**src/rtl/alu_pkg.sv**
```systemverilog
// Shared ALU definitions: data width and the 3-bit operation codes.
package alu_pkg;

   localparam int ALU_DW = 32;

   typedef enum logic [2:0] {
      FN_ADD = 3'd0,
      FN_SUB = 3'd1,
      FN_AND = 3'd2,
      FN_OR  = 3'd3,
      FN_XOR = 3'd4,
      FN_SLL = 3'd5,
      FN_SRL = 3'd6,
      FN_SLT = 3'd7
   } alu_func_e;

endpackage

```
**src/rtl/alu_shifter.sv**
```systemverilog
// Combinational logical barrel shifter with last-bit-shifted-out flag.
// Zero latency, no backpressure.
module alu_shifter #(
   parameter int DW  = 32,
   parameter int SHW = $clog2(DW)
) (
   input  logic [DW-1:0]  a_i,
   input  logic [SHW-1:0] sh_i,
   input  logic           right_i,
   output logic [DW-1:0]  y_o,
   output logic           out_o
);

   logic [DW:0] left_ext;
   logic [DW:0] right_ext;

   // One guard bit on the exit side catches the last bit shifted out; it stays 0 for sh=0.
   always_comb begin
      left_ext  = {1'b0, a_i} << sh_i;
      right_ext = {a_i, 1'b0} >> sh_i;
      y_o       = left_ext[DW-1:0];
      out_o     = left_ext[DW];
      if (right_i) begin
         y_o   = right_ext[DW:1];
         out_o = right_ext[0];
      end
   end

endmodule

```
**src/rtl/alu.sv**
```systemverilog
// 32-bit ALU: add/sub/logic/shift/slt with a registered result and carry flag.
// Latency 1 cycle, accepts an operation every cycle, no backpressure.
module alu
   import alu_pkg::*;
#(
   parameter int DW = ALU_DW
) (
   input  logic          i_clk,
   input  logic          i_rst,
   input  logic [DW-1:0] i_data_a,
   input  logic [DW-1:0] i_data_b,
   input  logic [2:0]    i_func,
   output logic [DW-1:0] o_data_y,
   output logic          o_data_c
);

   localparam int SHW = $clog2(DW);

   alu_func_e     func;
   logic          sub;
   logic [DW-1:0] b_op;
   logic [DW:0]   sum;
   logic          slt;
   logic [DW-1:0] sh_y;
   logic          sh_out;
   logic [DW-1:0] y_d, y_q;
   logic          c_d, c_q;

   assign func = alu_func_e'(i_func);

   // SUB and SLT share the single adder as A + ~B + 1; bit DW is then the inverted borrow.
   assign sub  = (func == FN_SUB) || (func == FN_SLT);
   assign b_op = sub ? ~i_data_b : i_data_b;
   assign sum  = {1'b0, i_data_a} + {1'b0, b_op} + {{DW{1'b0}}, sub};
   assign slt  = (i_data_a[DW-1] ^ i_data_b[DW-1]) ? i_data_a[DW-1] : sum[DW-1];

   alu_shifter #(.DW(DW), .SHW(SHW)) u_shifter (
      .a_i     (i_data_a),
      .sh_i    (i_data_b[SHW-1:0]),
      .right_i (func == FN_SRL),
      .y_o     (sh_y),
      .out_o   (sh_out)
   );

   always_comb begin
      y_d = '0;
      c_d = 1'b0;
      case (func)
         FN_ADD: begin y_d = sum[DW-1:0]; c_d = sum[DW];  end
         FN_SUB: begin y_d = sum[DW-1:0]; c_d = ~sum[DW]; end
         FN_AND: y_d = i_data_a & i_data_b;
         FN_OR:  y_d = i_data_a | i_data_b;
         FN_XOR: y_d = i_data_a ^ i_data_b;
         FN_SLL, FN_SRL: begin y_d = sh_y; c_d = sh_out; end
         FN_SLT: y_d = {{(DW-1){1'b0}}, slt};
         default: begin y_d = '0; c_d = 1'b0; end
      endcase
   end

   always_ff @(posedge i_clk or posedge i_rst) begin
      if (i_rst) begin
         y_q <= '0;
         c_q <= 1'b0;
      end else begin
         y_q <= y_d;
         c_q <= c_d;
      end
   end

   assign o_data_y = y_q;
   assign o_data_c = c_q;

endmodule

```
**config.mk**
```make
export PLATFORM = sky130hd
export DESIGN_NAME = alu
export DESIGN_NICKNAME = d
export VERILOG_FILES = /design/src/rtl/alu_pkg.sv /design/src/rtl/alu_shifter.sv /design/src/rtl/alu.sv
export SDC_FILE = /design/constraint.sdc
export NUM_CORES = 1
export LEC_CHECK = 0
export ABC_CLOCK_PERIOD_IN_PS = 1400
export BUFFER_PORTS_ARGS = -buffer_cell sky130_fd_sc_hd__buf_2
export CAP_MARGIN = 15
export CORE_ASPECT_RATIO = 1.2
export CORE_MARGIN = 5
export CORE_UTILIZATION = 42
export CTS_BUF_LIST = sky130_fd_sc_hd__clkbuf_8
export DETAILED_ROUTE_END_ITERATION = 10
export PLACE_DENSITY = 0.58
export SYNTH_ARGS = -nofsm -noshare
export SYNTH_HDL_FRONTEND = slang
export SYNTH_SLANG_ARGS = --single-unit
```
**constraint.sdc**
```tcl
create_clock -name i_clk -period 1.4 [get_ports i_clk]
set_input_delay 0.21 -clock i_clk [delete_from_list [all_inputs] [get_ports i_clk]]
set_output_delay 0.21 -clock i_clk [all_outputs]
set_load 0.1 [all_outputs]
```
==> flow_summary_export.csv, run 1 <==
group,metric,value,unit
floorplan,die-height,166,um
finish,drive_gt1_share,41.4,%
synth,synth.most_common_cell,"nor2_1",
timing,worst_pin_slew,0.636,ns
synth,netlist_top_cells_count,"112 x nor2_1, 96 x ha_1, 95 x a21oi_1",
route,drt_iter0_drc,1035,
timing,finalSetupTns,-37.15,ns
floorplan,initial_core_util,42.4,%
route,vias,10100,
synth,async_flop_share,100,%
finish,layoutNonFillerInstCount,1692,
clocking,holdBufCountCts,0,
finish,fin_area,0.0123,mm2
timing,fin_ws,-1.42,ns
pwr,vdd_drop_max,710,uV
placement,place_ws,-1.97,ns
setup_path,critPathSlowestCell,"a2111o_1",
synth,ys_ff_latch,33,
route,drtPass1Iterations,6,
floorplan,core,0.0201,mm2
global_routing,grt_pass1_vias,9753,
synth,synthesis.instances,1074,
synth,synth_area,0.00852,mm2
setup_path,critPathMaxStageDelay,0.45,ns
placement,routabilityCongestion,1.00,
floorplan,ios,102,
route,drc,0,
setup_path,crit_type,"in -> reg",
synth,avgSynthCellArea,7.94,um2
clocking,clk_path_buf_depth,2,
timing,report.final.slew_viol_count,0,
setup_path,worstPathRequired,1.65,ns
finish,area_delta_synth_final,44.4,%
route,postRouteAntennaNets,0,
clocking,htreeDepth,2,
clocking,cts_tree,"built",
route,wire_per_inst,21.7,um
route,routed_via_density,5.99,
timing,setup_viol,33,
min_path,worstHoldPathType,"in -> async",
synth,synth_top_cell_area_share,15.9,%
run_status,violations,"negative hold slack, negative setup slack",
synth,yosysUniqueCellTypes,80,
finish,antenna_cells,0,
synth,netlist_top_cells_area,"mux4_2 16%, ha_1 14%, dfrtp_1 9.7%",
timing,holdWs,-0.0189,ns
clocking,clkTransAtPathRegs,0.08,ns
setup_path,cp_max_fo,5,
finish,final_nets,1592,
synth,synth_fp_nets,1240,
placement,io_buffers,101,
floorplan,die_x,140,um
synth,yosysSeqAreaShare,9.69,%
floorplan,design.die.area,0.0233,mm2
global_routing,grt.overflow.total,0,
timing,fin_crit_sh,202,%
synth,synth_edf_count,0,
pwr,powerDensity,764,mW/mm2
global_routing,grt_pass1_wl,55300,um
timing,finalCriticalPeriod,2.82,ns
setup_path,arrival,3.07,ns
clocking,numCtsBuffers,5,
run_status,status,"complete, but fails checks",
setup_path,critPathLaunch,"i_func[1]",
placement,dpl.hpwl,28900,um
timing,hold_violations,33,
job,cap_violations,0,
clocking,cts.sinks,33,
synth,synth_warnings,0,
placement,dp.cells,1660,
synth,ys.flop_type,"dfrtp_1",
timing,fmax,0.354,GHz
pwr,leakage,5.73,nW
floorplan,rows,57,
clocking,clock-root-buffer,"clkbuf_8",
route,wirelength,36800,um
placement,placed_area,0.0115,mm2
timing,max_slew_margin,57.6,%
global_routing,antenna_found_initial,0,
global_routing,track_usage,30.2,%
finish,fill_cells,1796,
setup_path,end_kind,"register",
setup_path,crit_chain,"buf_8 -> xnor2_4 -> buf_12 -> nand2_8 -> xnor2_2 -> ha_4 -> o211ai_1 -> o21a_1 -> a2111o_1 -> a21bo_2 -> a2111oi_4 -> mux2_4 -> o21ai_2",
synth,synth_top_cell_by_area,"mux4_2",
setup_path,crit_path_start_kind,"primary input",
timing,rsz0062_at_grt,"yes",
global_routing,grt_max_degree,64,
## flip-flops by register name, summed over array words and instances, names as in the netlist
register / count
o_data_y: 32
o_data_c: 1
## layer usage
metal	vias up	routed length [um]	global-route usage (%)
li1	4694	-	-
met1	4886	14500	38.1
met2	469	17900	51.2
met3	87	2190	2.59
met4	0	2190	15.6
met5	-	0	0
## cells in the final DEF, fill, tap and decap left out, types with 7 or more instances in the layout
master,Yosys,final
buf_4,3,304
nor2_1,112,110
buf_2,9,97
ha_1,96,93
nand2_1,80,79
a21oi_1,95,77
inv_1,75,75
mux4_2,60,60
xnor2_1,45,37
mux2i_1,38,37
o21ai_0,44,33
dfrtp_1,33,33
o22ai_1,31,30
o21ai_1,26,29
nor3_1,25,23
nand3_1,17,16
a21oi_2,2,15
a211oi_1,16,13
buf_12,0,12
a31oi_1,12,11
a21o_1,10,10
a221oi_1,11,10
o211ai_1,10,10
buf_6,6,10
o21ai_2,1,8
nor2b_1,8,8
xor2_1,8,7
nand2b_1,7,7
a21boi_0,8,7
clkbuf_8,0,7
## kinds of logic after synthesis
group,count (synthesis),share of synthesized area (%)
compound gates,335,25.8
xor+xnor,53,5.45
fa+ha+maj,97,14.3
buf+inv,163,7.97
flops,33,9.69
mux,112,22.2
simple gates,281,14.5
## critical path: cells and delay by family
family	cells	cell delay, ns
compound gates	6	1.51
xor+xnor	2	0.34
fa+ha+maj	1	0.29
buf+inv	2	0.27
mux	1	0.34
simple gates	1	0.08
## final cells by class
type	count	area (um2)	area share (%)
Timing Repair Buffer	427	3210	26.1
Tap cell	265	332	2.69
Sequential cell	33	826	6.71
Clock inverter	1	5.00	0.0407
Multi-Input combinational cell	879	7540	61.2
Inverter	80	300	2.44
Clock buffer	7	96.3	0.783
## what timing repair did
item | CTS | global route
endpoints found under the hold margin | 0 | 0
endpoints found under the setup margin | 33 | 33
cloned | 2 | 0
setup buffers | 20 | 3
resized for setup | 79 | 30
pin swaps | 36 | 29
## report_power, final
group / internal (mW) / total, mW / switching (mW)
sequential: 1.12 / 1.17 / 0.0520
combinational: 2.96 / 7.37 / 4.41
clock: 0.445 / 0.859 / 0.414
## through the flow
step                utilization [%]  total power [mW]
floorplan                         -              5.37
global placement               57.1              7.83
detailed placement             57.1              7.86
CTS                            60.4              9.19
global route                   61.2              9.90
finish                         61.2              9.40
## final timing paths
| check | endpoint | slack (ns) | cells after the start |
|---|---|---|---|
| max | o_data_y[28] | -1.42 | 13 |
| min | o_data_y[31] | -0.02 | 3 |
| max in group asynchronous | o_data_y[11] | 1.09 | 3 |
| min in group i_clk | o_data_y[1] | 0.42 | 3 |
(Power assumes the default switching activity.)
==> inputs of run 2 (changes only) <==
- RECOVER_POWER: default -> 50
==> flow_summary_export.csv, run 2 (synthesized netlist as in run 1, its figures left out) <==
group,metric,value,unit
global_routing,grt_use_met3,2.59,%
global_routing,track_usage,30.2,%
global_routing,grt_pass1_wl,55300,um
setup_path,crit_path_start_kind,"primary input",
finish,area_delta_synth_final,44.3,%
setup_path,critPathTopFamily,"compound AO/OA/AOI/OAI gates",
run_status,violations,"negative setup slack",
global_routing,met1_usage,38.1,%
global_routing,met2_usage,51.2,%
route,vias,10100,
finish,fin_area,0.0123,mm2
finish,fill_cells,1797,
pwr,vdd_drop_max,710,uV
route,drc,0,
pwr,p_sw,4.88,mW
finish,mostFrequentLayoutCells,"303 x buf_4, 110 x nor2_1, 97 x buf_2, 93 x ha_1, 79 x nand2_1",
placement,placed_area,0.0115,mm2
global_routing,grt_max_degree,64,
setup_path,crit_type,"in -> reg",
finish,final_common_cell,"buf_4",
clocking,numCtsBuffers,5,
placement,routabilityCongestion,1.00,
floorplan,core,0.0201,mm2
setup_path,worstPathRequired,1.65,ns
run_status,status,"complete, but fails checks",
route,drtPass1Iterations,6,
pwr,leakage,5.73,nW
pwr,power_frac_clock,9.1,%
floorplan,rows,57,
finish,antenna_cells,0,
finish,final_nets,1592,
route,wirelength,36800,um
setup_path,critPathSlowestCell,"a2111o_1",
floorplan,design.die.area,0.0233,mm2
floorplan,ios,102,
placement,dpl.hpwl,28900,um
route,wire_per_inst,21.7,um
setup_path,end_kind,"register",
setup_path,crit_buf_inv,2,
timing,report.final.slew_viol_count,0,
job,cap_violations,0,
min_path,worstHoldPathType,"in -> async",
global_routing,top_usage_layer,"met2",
floorplan,initial_core_util,42.4,%
pwr,switching_share,51.9,%
global_routing,antenna_found_initial,0,
timing,worst_pin_slew,0.913,ns
route,drt_iter0_drc,1035,
finish,largest_reg_flops,32,
clocking,clk_path_buf_depth,2,
clocking,cts_tree,"built",
setup_path,arrival,3.07,ns
placement,place_ws,-1.97,ns
route,postRouteAntennaNets,0,
pwr,internal_power,4.52,mW
timing,setup_viol,33,
timing,max_slew_margin,39.2,%
floorplan,die_x,140,um
setup_path,critPathMaxStageDelay,0.45,ns
global_routing,grt_pass1_vias,9753,
timing,fmax,0.355,GHz
timing,finalCriticalPeriod,2.82,ns
timing,fin_crit_sh,201,%
clocking,clkTransAtPathRegs,0.08,ns
setup_path,cp_max_fo,5,
timing,hold_violations,0,
setup_path,crit_chain,"buf_8 -> xnor2_4 -> buf_12 -> nand2_8 -> xnor2_2 -> ha_4 -> o211ai_1 -> o21a_1 -> a2111o_1 -> a21bo_2 -> a2111oi_4 -> mux2_4 -> o21ai_2",
pwr,comb_power_share,78.4,%
global_routing,grt.overflow.total,0,
clocking,holdBufCountCts,0,
route,routed_via_density,6.00,
clocking,cts.sinks,33,
placement,io_buffers,101,
clocking,clock-root-buffer,"clkbuf_8",
clocking,htreeDepth,2,
pwr,power_frac_seq,12.4,%
floorplan,die-height,166,um
finish,drive_gt1_share,41.4,%
pwr,powerDensity,764,mW/mm2
timing,fin_ws,-1.42,ns
timing,rsz0062_at_grt,"yes",
run 2: cell types whose count changed in the layout (fill, tap and decap cells not counted), sizes merged:
cell | previous run | this run
clkbuf | 7 | 8
buf | 426 | 425
run 2: tightest hold or removal path, delay by kind of cell:
| kind | cells | cell delay [ns] |
|---|---|---|
| buffers and inverters | 3 | 0.82 |
run 2: what timing repair did:
item,CTS,global route
gates cloned,2,0
setup endpoints to repair,33,33
buffers inserted,20,3
pin swaps,36,29
resized for setup,79,30
run 2: power by group through the flow:
stage	Sequential (mW)	Combinational [mW]	Clock, mW
6_report	1.17	7.37	0.859
5_1_grt	1.19	7.78	0.931
4_1_cts	1.17	7.15	0.874
3_5_place_dp	1.19	6.68	0
3_3_place_gp	1.19	6.64	0
2_1_floorplan	2.43	2.94	0
run 2: per-layer routing:
metal  part of all wire, %  wire length (um)
met5                     0                 0
met2                    49             17900
met3                   6.0              2210
met4                   5.9              2190
met1                    39             14500
run 2: final timing paths:
check | endpoint | slack (ns) | cells after the start | from
setup / recovery | o_data_y[28] | -1.42 | 13 | i_func[1]
hold / removal | o_data_y[31] | 0.15 | 3 | i_rst
max in group asynchronous | o_data_y[11] | 0.68 | 3 | i_rst
min in group i_clk | o_data_y[1] | 0.42 | 3 | i_data_a[1]
run 2: per-stage QoR:
stage | TNS (ns) | hold slack (ns) | instances | total power, mW | util [%]
after global placement | -52.24 | 0.333 | 1660 | 7.83 | 57.1
final | -37.15 | 0.150 | 1692 | 9.40 | 61.2
after global routing | -39.93 | 0.250 | 1692 | 9.90 | 61.2
after floorplan | -38.80 | 0.339 | 1074 | 5.37 | -
after detailed placement | -52.21 | 0.347 | 1660 | 7.86 | 57.1
after CTS | -35.59 | 0.00261 | 1690 | 9.19 | 60.4
run 2: area by class of cell:
type                       count  area [um2]  area share (%)
timing repair buffer         427        3210            26.1
tap                          265         332            2.69
clock inverter                 1        5.00          0.0407
multi-input combinational    879        7540            61.3
inverter                      80         300            2.44
clock buffer                   7        96.3           0.783
sequential                    33         826            6.71
==> inputs of run 3 (changes only) <==
- SKIP_LAST_GASP: default -> 1
==> flow_summary_export.csv, run 3 (synthesized netlist as in run 1, its figures left out) <==
group,metric,value,unit
run_status,status,"complete, but fails checks",
run_status,violations,"negative setup slack",
finish,largest_reg_flops,32,
pwr,leakage,5.72,nW
setup_path,crit_chain,"buf_8 -> xnor2_4 -> buf_12 -> nand2_8 -> xnor2_2 -> ha_4 -> o211ai_1 -> o21a_1 -> a2111o_1 -> a21bo_2 -> a2111oi_4 -> mux2_4 -> o21ai_2",
floorplan,ios,102,
clocking,htreeDepth,2,
floorplan,die_x,140,um
setup_path,end_kind,"register",
route,wire_per_inst,21.6,um
timing,fin_crit_sh,201,%
finish,drive_gt1_share,41.1,%
timing,worst_pin_slew,0.905,ns
timing,setup_viol,33,
global_routing,track_usage,30.2,%
clocking,holdBufCountCts,0,
global_routing,grt_max_degree,64,
setup_path,arrival,3.06,ns
clocking,cts.sinks,33,
floorplan,rows,57,
route,postRouteAntennaNets,0,
finish,postLayoutCoreUtil,61.0,%
clocking,numCtsBuffers,5,
floorplan,initial_core_util,42.4,%
pwr,p_sw,4.85,mW
route,wirelength,36600,um
route,routed_via_density,5.94,
floorplan,core,0.0201,mm2
route,drc,0,
global_routing,grt_pass1_vias,9741,
placement,routabilityCongestion,1.00,
pwr,powerDensity,762,mW/mm2
setup_path,worstPathRequired,1.65,ns
route,drt_iter0_drc,953,
pwr,finalPower,9.35,mW
setup_path,crit_type,"in -> reg",
finish,fill_cells,1801,
timing,hold_violations,0,
timing,max_slew_margin,39.7,%
finish,final_nets,1592,
pwr,power_frac_seq,12.5,%
clocking,clk_path_buf_depth,2,
floorplan,design.die.area,0.0233,mm2
timing,finalCriticalPeriod,2.81,ns
setup_path,crit_path_start_kind,"primary input",
finish,antenna_cells,0,
pwr,vdd_drop_max,700,uV
pwr,power_frac_clock,9.1,%
setup_path,critPathMaxStageDelay,0.45,ns
clocking,clock-root-buffer,"clkbuf_8",
clocking,cts_tree,"built",
placement,dpl.hpwl,28900,um
timing,fmax,0.356,GHz
finish,final_common_cell,"buf_4",
setup_path,critPathSlowestCell,"a2111o_1",
clocking,clkTransAtPathRegs,0.07,ns
timing,report.final.slew_viol_count,0,
route,drtPass1Iterations,8,
global_routing,grt.overflow.total,0,
route,vias,10000,
timing,rsz0062_at_grt,"yes",
pwr,switching_share,51.8,%
setup_path,cp_max_fo,5,
global_routing,grt_pass1_wl,55300,um
placement,io_buffers,101,
finish,mostFrequentLayoutCells,"304 x buf_4, 111 x nor2_1, 97 x buf_2, 93 x ha_1, 79 x nand2_1",
pwr,comb_power_share,78.4,%
finish,area_delta_synth_final,44.0,%
pwr,internal_power,4.51,mW
min_path,worstHoldPathType,"in -> async",
job,cap_violations,0,
global_routing,antenna_found_initial,0,
timing,fin_ws,-1.41,ns
floorplan,die-height,166,um
run 3: final timing paths:
path                       depth (start not counted)            to   startpoint  slack, ns
min in group i_clk                                 3   o_data_y[1]  i_data_a[1]       0.42
hold / removal                                     3  o_data_y[31]        i_rst       0.15
setup / recovery                                  13  o_data_y[28]    i_func[1]      -1.41
max in group asynchronous                          3  o_data_y[11]        i_rst       0.69
run 3: power groups by stage:
stage / Sequential (mW) / Clock [mW] / Combinational (mW)
after floorplan: 2.43 / 0 / 2.94
after global placement: 1.19 / 0 / 6.64
after detailed placement: 1.19 / 0 / 6.68
after CTS: 1.17 / 0.874 / 7.13
after global routing: 1.19 / 0.931 / 7.75
final: 1.17 / 0.851 / 7.33
run 3: timing repair:
action,4_1_cts,5_1_grt
setup endpoints to repair,33,33
pin swaps,36,28
gates cloned,2,0
endpoints found under the hold margin,0,0
setup buffers,20,3
resized for setup,76,28
run 3: final cells by class:
cell class	instances	area (um2)	area share, %
repair buffers	427	3200	26.1
inverters	80	300	2.45
multi-input cells	879	7510	61.2
clock buffers	7	96.3	0.785
well taps	265	332	2.70
flip-flops and latches	33	826	6.73
clock inverters	1	5.00	0.0408
run 3: per-stage QoR:
stage,std cells,setup slack [ns],instance area [um2],hold WS [ns],TNS (ns)
final,1692,-1.41,12300,0.153,-37.05
after global routing,1692,-1.50,12300,0.252,-39.97
after CTS,1690,-1.35,12100,0.00261,-35.76
after detailed placement,1660,-1.97,11500,0.347,-52.21
after global placement,1660,-1.98,11500,0.333,-52.24
after floorplan,1074,-1.78,8780,0.339,-38.80
run 3: critical path, delay by kind of cell:
family | cells | cell delay, ns
buf+inv | 2 | 0.27
fa+ha+maj | 1 | 0.29
compound gates | 6 | 1.51
xor+xnor | 2 | 0.34
mux | 1 | 0.34
simple gates | 1 | 0.08
run 3: routing by layer:
metal	share of wire, %	GRT usage, %	wire (um)
met1	39	38.0	14300
met2	49	51.3	17900
met3	6.0	2.68	2200
met4	6.2	15.6	2260
met5	0	0	0
